===== src/rtl/atm_auth_engine_pkg.sv =====
// Shared types and helpers for the ATM account authenticator.
package atm_auth_pkg;

  localparam logic ACT_FIND         = 1'b0;
  localparam logic ACT_AUTHENTICATE = 1'b1;

  typedef enum logic [1:0] {IDLE, SEARCH, RESPOND} state_t;

  // Minimum one bit, so a single-value range still gets a usable vector.
  function automatic int width_of(input int n);
    return (n <= 2) ? 1 : $clog2(n);
  endfunction

endpackage


===== src/rtl/atm_auth_engine_if.sv =====
// Request/response, table-write and session signals of the authenticator.
interface atm_auth_engine_if #(
  parameter int ACC_W = 12,
  parameter int PIN_W = 4,
  parameter int IDX_W = 4
);
  logic             req_valid;
  logic             req_ready;
  logic             req_action;
  logic [ACC_W-1:0] req_acc;
  logic [PIN_W-1:0] req_pin;
  logic             rsp_valid;
  logic             rsp_success;
  logic [IDX_W-1:0] rsp_index;
  logic             rsp_locked;
  logic             db_we;
  logic [IDX_W-1:0] db_addr;
  logic [ACC_W-1:0] db_acc;
  logic [PIN_W-1:0] db_pin;
  logic             db_err;
  logic             de_auth;
  logic             session_active;
  logic [IDX_W-1:0] session_index;

  modport master (
    output req_valid, req_action, req_acc, req_pin, db_we, db_addr, db_acc, db_pin, de_auth,
    input  req_ready, rsp_valid, rsp_success, rsp_index, rsp_locked, db_err,
           session_active, session_index
  );

  modport slave (
    input  req_valid, req_action, req_acc, req_pin, db_we, db_addr, db_acc, db_pin, de_auth,
    output req_ready, rsp_valid, rsp_success, rsp_index, rsp_locked, db_err,
           session_active, session_index
  );
endinterface


===== src/rtl/atm_auth_engine_table.sv =====
// Account table: acc/pin storage plus valid, lock and fail-counter state per entry.
// Combinational read at rd_idx; write and counter/lock update take effect next edge.
module atm_account_table #(
  parameter int NUM_ACCOUNTS = 10,
  parameter int ACC_W        = 12,
  parameter int PIN_W        = 4,
  parameter int IDX_W        = 4,
  parameter int CNT_W        = 2
) (
  input  logic             clk,
  input  logic             rst,
  input  logic             wr_en,
  input  logic [IDX_W-1:0] wr_addr,
  input  logic [ACC_W-1:0] wr_acc,
  input  logic [PIN_W-1:0] wr_pin,
  input  logic [IDX_W-1:0] rd_idx,
  output logic             rd_valid,
  output logic [ACC_W-1:0] rd_acc,
  output logic [PIN_W-1:0] rd_pin,
  output logic             rd_lock,
  output logic [CNT_W-1:0] rd_cnt,
  input  logic             upd_en,
  input  logic [CNT_W-1:0] upd_cnt,
  input  logic             upd_lock
);

  logic [ACC_W-1:0]    acc_mem [NUM_ACCOUNTS];
  logic [PIN_W-1:0]    pin_mem [NUM_ACCOUNTS];
  logic [CNT_W-1:0]    cnt_q   [NUM_ACCOUNTS];
  logic [NUM_ACCOUNTS-1:0] valid_q;
  logic [NUM_ACCOUNTS-1:0] lock_q;

  // Contents are meaningless until the valid bit is set, so no reset here.
  always_ff @(posedge clk) begin
    if (wr_en) begin
      acc_mem[wr_addr] <= wr_acc;
      pin_mem[wr_addr] <= wr_pin;
    end
  end

  always_ff @(posedge clk) begin
    if (rst) begin
      valid_q <= '0;
      lock_q  <= '0;
      for (int i = 0; i < NUM_ACCOUNTS; i++) cnt_q[i] <= '0;
    end else if (wr_en) begin
      valid_q[wr_addr] <= 1'b1;
      lock_q[wr_addr]  <= 1'b0;
      cnt_q[wr_addr]   <= '0;
    end else if (upd_en) begin
      lock_q[rd_idx] <= upd_lock;
      cnt_q[rd_idx]  <= upd_cnt;
    end
  end

  assign rd_valid = valid_q[rd_idx];
  assign rd_acc   = acc_mem[rd_idx];
  assign rd_pin   = pin_mem[rd_idx];
  assign rd_lock  = lock_q[rd_idx];
  assign rd_cnt   = cnt_q[rd_idx];

endmodule


===== src/rtl/atm_auth_engine.sv =====
// Account FIND/AUTHENTICATE engine with wrong-PIN lockout and one open session.
// Linear search, one entry per cycle: response 2+k cycles after accept, or 1+NUM_ACCOUNTS on miss.
// req_ready only in IDLE with no table write pending; one request in flight at a time.
module atm_auth_engine
  import atm_auth_pkg::*;
#(
  parameter int  NUM_ACCOUNTS = 10,
  parameter int  ACC_W        = 12,
  parameter int  PIN_W        = 4,
  parameter int  MAX_TRIES    = 3,
  localparam int IDX_W        = $clog2(NUM_ACCOUNTS)
) (
  input logic              clk,
  input logic              rst,
  atm_auth_engine_if.slave bus
);

  localparam int CNT_W = width_of(MAX_TRIES + 1);

  state_t           state;
  logic [IDX_W-1:0] ptr;
  logic             act_q;
  logic [ACC_W-1:0] acc_q;
  logic [PIN_W-1:0] pin_q;

  logic             rd_valid, rd_lock;
  logic [ACC_W-1:0] rd_acc;
  logic [PIN_W-1:0] rd_pin;
  logic [CNT_W-1:0] rd_cnt, cnt_next, upd_cnt;
  logic             addr_ok, wr_en, accept, hit, last, pin_ok, auth_upd, upd_lock;

  assign addr_ok       = {1'b0, bus.db_addr} < (IDX_W+1)'(NUM_ACCOUNTS);
  assign wr_en         = bus.db_we && (state == IDLE) && addr_ok;
  assign bus.req_ready = (state == IDLE) && !bus.db_we && !rst;
  assign accept        = bus.req_valid && bus.req_ready;

  assign hit      = (state == SEARCH) && rd_valid && (rd_acc == acc_q);
  assign last     = (ptr == IDX_W'(NUM_ACCOUNTS - 1));
  assign pin_ok   = (rd_pin == pin_q);
  assign cnt_next = (rd_cnt >= CNT_W'(MAX_TRIES)) ? CNT_W'(MAX_TRIES) : rd_cnt + CNT_W'(1);
  assign upd_cnt  = pin_ok ? '0 : cnt_next;
  assign upd_lock = !pin_ok && (cnt_next == CNT_W'(MAX_TRIES));
  // Locked entries are frozen: only an admin rewrite touches them.
  assign auth_upd = hit && (act_q == ACT_AUTHENTICATE) && !rd_lock;

  atm_account_table #(
    .NUM_ACCOUNTS(NUM_ACCOUNTS), .ACC_W(ACC_W), .PIN_W(PIN_W), .IDX_W(IDX_W), .CNT_W(CNT_W)
  ) u_table (
    .clk     (clk),
    .rst     (rst),
    .wr_en   (wr_en),
    .wr_addr (bus.db_addr),
    .wr_acc  (bus.db_acc),
    .wr_pin  (bus.db_pin),
    .rd_idx  (ptr),
    .rd_valid(rd_valid),
    .rd_acc  (rd_acc),
    .rd_pin  (rd_pin),
    .rd_lock (rd_lock),
    .rd_cnt  (rd_cnt),
    .upd_en  (auth_upd),
    .upd_cnt (upd_cnt),
    .upd_lock(upd_lock)
  );

  always_ff @(posedge clk) begin
    if (rst) begin
      state              <= IDLE;
      ptr                <= '0;
      act_q              <= 1'b0;
      acc_q              <= '0;
      pin_q              <= '0;
      bus.rsp_valid      <= 1'b0;
      bus.rsp_success    <= 1'b0;
      bus.rsp_index      <= '0;
      bus.rsp_locked     <= 1'b0;
      bus.db_err         <= 1'b0;
      bus.session_active <= 1'b0;
      bus.session_index  <= '0;
    end else begin
      bus.rsp_valid <= 1'b0;
      bus.db_err    <= bus.db_we && ((state != IDLE) || !addr_ok);

      case (state)
        IDLE: begin
          if (accept) begin
            state <= SEARCH;
            ptr   <= '0;
            act_q <= bus.req_action;
            acc_q <= bus.req_acc;
            pin_q <= bus.req_pin;
          end
        end
        SEARCH: begin
          if (hit) begin
            state         <= RESPOND;
            bus.rsp_valid <= 1'b1;
            bus.rsp_index <= ptr;
            if (act_q == ACT_FIND) begin
              bus.rsp_success <= 1'b1;
              bus.rsp_locked  <= rd_lock;
            end else if (rd_lock) begin
              bus.rsp_success <= 1'b0;
              bus.rsp_locked  <= 1'b1;
            end else begin
              bus.rsp_success <= pin_ok;
              bus.rsp_locked  <= upd_lock;
            end
          end else if (last) begin
            state           <= RESPOND;
            bus.rsp_valid   <= 1'b1;
            bus.rsp_success <= 1'b0;
            bus.rsp_index   <= '0;
            bus.rsp_locked  <= 1'b0;
          end else begin
            ptr <= ptr + IDX_W'(1);
          end
        end
        RESPOND: state <= IDLE;
        default: state <= IDLE;
      endcase

      if (auth_upd && pin_ok) begin
        bus.session_active <= 1'b1;
        bus.session_index  <= ptr;
      end
      // Clears come last so de_auth beats a same-edge successful login.
      if ((accept && bus.req_action == ACT_AUTHENTICATE) || bus.de_auth ||
          (wr_en && bus.session_active && bus.db_addr == bus.session_index)) begin
        bus.session_active <= 1'b0;
        bus.session_index  <= '0;
      end
    end
  end

endmodule

===== src/flat_wrapper.sv =====
// flat-port wrapper written by rule: the top's interface ports become plain ports
module atm_auth_engine_flat import atm_auth_pkg::*;
#(
  parameter int  NUM_ACCOUNTS = 10,
  parameter int  ACC_W        = 12,
  parameter int  PIN_W        = 4,
  parameter int  MAX_TRIES    = 3,
  localparam int IDX_W        = $clog2(NUM_ACCOUNTS)
)
  (clk, rst, bus_req_valid, bus_req_action, bus_req_acc, bus_req_pin, bus_db_we, bus_db_addr, bus_db_acc, bus_db_pin, bus_de_auth, bus_req_ready, bus_rsp_valid, bus_rsp_success, bus_rsp_index, bus_rsp_locked, bus_db_err, bus_session_active, bus_session_index);
  atm_auth_engine_if #(.ACC_W(ACC_W), .PIN_W(PIN_W)) bus_i ();
  input logic clk;
  input logic rst;
  input wire logic [$bits(bus_i.req_valid)-1:0] bus_req_valid;
  input wire logic [$bits(bus_i.req_action)-1:0] bus_req_action;
  input wire logic [$bits(bus_i.req_acc)-1:0] bus_req_acc;
  input wire logic [$bits(bus_i.req_pin)-1:0] bus_req_pin;
  input wire logic [$bits(bus_i.db_we)-1:0] bus_db_we;
  input wire logic [$bits(bus_i.db_addr)-1:0] bus_db_addr;
  input wire logic [$bits(bus_i.db_acc)-1:0] bus_db_acc;
  input wire logic [$bits(bus_i.db_pin)-1:0] bus_db_pin;
  input wire logic [$bits(bus_i.de_auth)-1:0] bus_de_auth;
  output wire logic [$bits(bus_i.req_ready)-1:0] bus_req_ready;
  output wire logic [$bits(bus_i.rsp_valid)-1:0] bus_rsp_valid;
  output wire logic [$bits(bus_i.rsp_success)-1:0] bus_rsp_success;
  output wire logic [$bits(bus_i.rsp_index)-1:0] bus_rsp_index;
  output wire logic [$bits(bus_i.rsp_locked)-1:0] bus_rsp_locked;
  output wire logic [$bits(bus_i.db_err)-1:0] bus_db_err;
  output wire logic [$bits(bus_i.session_active)-1:0] bus_session_active;
  output wire logic [$bits(bus_i.session_index)-1:0] bus_session_index;
  assign bus_i.req_valid = bus_req_valid;
  assign bus_i.req_action = bus_req_action;
  assign bus_i.req_acc = bus_req_acc;
  assign bus_i.req_pin = bus_req_pin;
  assign bus_i.db_we = bus_db_we;
  assign bus_i.db_addr = bus_db_addr;
  assign bus_i.db_acc = bus_db_acc;
  assign bus_i.db_pin = bus_db_pin;
  assign bus_i.de_auth = bus_de_auth;
  assign bus_req_ready = bus_i.req_ready;
  assign bus_rsp_valid = bus_i.rsp_valid;
  assign bus_rsp_success = bus_i.rsp_success;
  assign bus_rsp_index = bus_i.rsp_index;
  assign bus_rsp_locked = bus_i.rsp_locked;
  assign bus_db_err = bus_i.db_err;
  assign bus_session_active = bus_i.session_active;
  assign bus_session_index = bus_i.session_index;
  atm_auth_engine #(.NUM_ACCOUNTS(NUM_ACCOUNTS), .ACC_W(ACC_W), .PIN_W(PIN_W), .MAX_TRIES(MAX_TRIES)) u_core (.clk(clk), .rst(rst), .bus(bus_i));
endmodule

===== config.mk =====
export PLATFORM = sky130hd
export DESIGN_NAME = atm_auth_engine_flat
export DESIGN_NICKNAME = d
export VERILOG_FILES = /design/src/rtl/atm_auth_engine_pkg.sv /design/src/rtl/atm_auth_engine_if.sv /design/src/rtl/atm_auth_engine_table.sv /design/src/rtl/atm_auth_engine.sv /design/src/flat_wrapper.sv
export SDC_FILE = /design/constraint.sdc
export NUM_CORES = 1
export LEC_CHECK = 0
export CORE_MARGIN = 2
export CORE_UTILIZATION = 55
export DETAILED_ROUTE_END_ITERATION = 8
export GPL_TIMING_DRIVEN = 0
export PLACE_DENSITY_LB_ADDON = 0.25
export SYNTH_ARGS = -nofsm -noshare
export SYNTH_HDL_FRONTEND = slang
export SYNTH_HIERARCHICAL = 1
export SYNTH_SLANG_ARGS = --single-unit

===== constraint.sdc =====
create_clock -name clk -period 4.8 [get_ports clk]
set_input_delay 0.48 -clock clk [delete_from_list [all_inputs] [get_ports clk]]
set_output_delay 0.48 -clock clk [all_outputs]
set_load 0.02 [all_outputs]

==> metrics <==
outcome=completed; DP HPWL=18200 um; drt first pass iters=5; Worst VDD drop=263 uV; Crit Path Class=flop to flop; Max Transition Viols Final=0; CP dominant cell by count=buf_6; clock-pin slew on the worst setup and hold paths=0.06 ns; YS warnings=6; final net count=914; Post-synth EDFFs=192; commonest cells in the netlist=edfxtp_1, mux2_2, nand2_1, dfxtp_1, o22ai_1; CTS tree=yes; ant diodes=0; gr usage total=25.9%; Synth Net Count=821; clk_lat worst skew=0.53 ns; DR vias=7205; CTS Hold Bufs=0; gpl congestion=0.900; I/O pin count=56; relative slew slack=34.3%; synth top area cells=edfxtp_1, dfxtp_1, mux2_2; HP Class=flop to flop; power per cell area=360 nW/um^2; #FFs+latches synth=248; Synth Area per Inst=13.9 um^2; setup TNS=0 ns; Worst path slowest cell=dfxtp_2; total core area=19300 um^2; DRC Markers=0; Initial DRC Count=694; first-pass GRT wire length=40300 um; Async S/R FF share, synth=0%; Critical Path Start Type=flop; critical path endpoint category=flop; synthesis-to-finish area growth=17.9%; Final Hold Viols=0; Worst Path Max Fanout=11; Die W=144 um; post-CTS setup buffer count=0; count leader, synth=edfxtp_1; clk_skew=0.0146 ns; Post-synth top flop=edfxtp_1; worst-margin pin slew=0.980 ns; CTS sink count=248; Arrival @ worst endpoint=4.71 ns; starting density of the core=55.7%; CTS Buf Count=25; die height=144 um; Die ar.=20700 um^2; Routed WL=26700 um; row cnt=51; RSZ-0062 raised after global routing=false; max-cap violations=0; DRT antenna net count=0; wire per inst=23.1 um; Mapped Area=10800 um^2; Setup Viol. Count Final=0; P_leak=4.09 nW; Post-Syn Instances=777; clock period minus worst slack=4.53 ns; CP required=4.98 ns; Achievable Freq=221 MHz; Vias/cell=6.24; initial antenna violation count=0; Design Area, Final=12700 um^2; Yosys cell types=64; grt ovf=0; dpl cell area=11900 um^2; layout cell share with drive strength beyond 1=25.6%; H-tree levels=1; port bufs=55; CTS max path bufs=3; max incr delay on CP=0.40 ns; root buffer cell=clkbuf_16; vias in the first global route=7229; post-synth top area cell=edfxtp_1; largest net degree at the start of global routing=19; post-synth top area share=53.5%; Tcrit/Tclk final=94.3%; post-synthesis sequential area ratio=63.9%; CP Cell Sequence=buf_6, buf_6, nand2_2, buf_4, o22ai_1, o31ai_1, xnor2_1, nand4_1, nor4_2, buf_2, and2_1, buf_2, nand3b_4, a21o_4, buf_6, nor4_2
==> cell families (layout without fill, tap and decap cells) <==
group	after synthesis	in the layout	synth area share, %
AO/OA/AOI/OAI	159	159	10.2
flip-flops	248	248	63.9
multiplexers	95	95	11.1
AND/OR/NAND/NOR	196	196	9.94
adder cells (fa/ha/maj)	2	2	0.232
buffers and inverters	57	169	2.96
XOR/XNOR	20	20	1.63
==> metrics by stage <==
step	utilization [%]	hold WS (ns)	std cells	worst slack, ns	total power, W
floorplan	-	0.435	777	1.05	0.00263
global placement	60.3	0.443	1097	-0.274	0.00276
global route	65.7	0.475	1154	0.0346	0.00471
detailed placement	61.4	0.455	1109	-0.197	0.00278
finish	65.7	0.465	1154	0.272	0.00458
CTS	65.5	0.469	1154	0.0477	0.00459
==> where the power goes <==
part | internal [W] | switching (W) | total, W
logic | 0.000170 | 0.000224 | 0.000394
registers | 0.00234 | 0.0000165 | 0.00235
clock network | 0.00104 | 0.000785 | 0.00183
total | 0.00355 | 0.00103 | 0.00458
==> path summary, 6_finish.rpt <==
check                            startpoint                          end  slack (ns)  cells past startpoint
setup / recovery              u_core/ptr[0]  u_core/u_table/cnt_q[15][0]        0.27                     16
hold / removal    u_core/u_table/valid_q[0]    u_core/u_table/valid_q[0]        0.47                      1
setup reg to reg              u_core/ptr[0]  u_core/u_table/cnt_q[15][0]        0.27                     16
hold reg to reg   u_core/u_table/valid_q[0]    u_core/u_table/valid_q[0]        0.47                      1
==> registers in the layout (all words and copies together), names as in the netlist, 2 cells and up <==
signal	cells
u_core/acc_q	12
u_core/bus.rsp_index	4
u_core/bus.session_index	4
u_core/pin_q	4
u_core/ptr	4
u_core/state	2
u_core/u_table/acc_mem	120
u_core/u_table/cnt_q	32
u_core/u_table/lock_q	10
u_core/u_table/pin_mem	40
u_core/u_table/valid_q	10
==> per-layer routing <==
metal	GRT usage, %	vias up	part of all wire, %
li1	-	3212	-
met4	8.57	0	2.1
met2	42.7	356	49
met3	4.21	44	7.9
met1	35.3	3593	41
met5	0	-	0
==> layout by cell type, fill, tap and decap left out, types with 15 or more instances in the layout <==
cell type / Yosys / final
edfxtp_1: 192 / 192
mux2_2: 80 / 80
nand2_1: 73 / 73
clkdlybuf4s50_1: 0 / 55
dfxtp_1: 56 / 54
o22ai_1: 38 / 38
a21oi_1: 35 / 35
clkbuf_16: 0 / 25
buf_2: 21 / 21
nor3_1: 24 / 20
clkbuf_1: 16 / 16
nand3_1: 16 / 16
buf_6: 7 / 15
==> cell type report <==
class | instances | area [um^2]
clock buffer | 31 | 668
timing repair buffer | 67 | 726
sequential | 248 | 6890
inverter | 5 | 18.8
tap | 265 | 332
multi-input combinational | 472 | 3660
buffer | 51 | 300
clock inverter | 15 | 104
fill | 1349 | 6630
==> critical path, delay by kind of cell, from the launching register on <==
| kind | cells | cell delay (ns) |
|---|---|---|
| buffers and inverters | 6 | 1.28 |
| and+or+nand+nor | 6 | 1.54 |
| xor gates and xnor gates | 1 | 0.17 |
| DFF | 1 | 0.40 |
| AOI/OAI and AO/OA | 3 | 0.77 |
==> repair_timing <==
item,in CTS,in global routing
pin swaps,0,0
setup endpoints to repair,10,10
gates resized for setup,7,8
cloned,0,0
(Power assumes the default switching activity.)
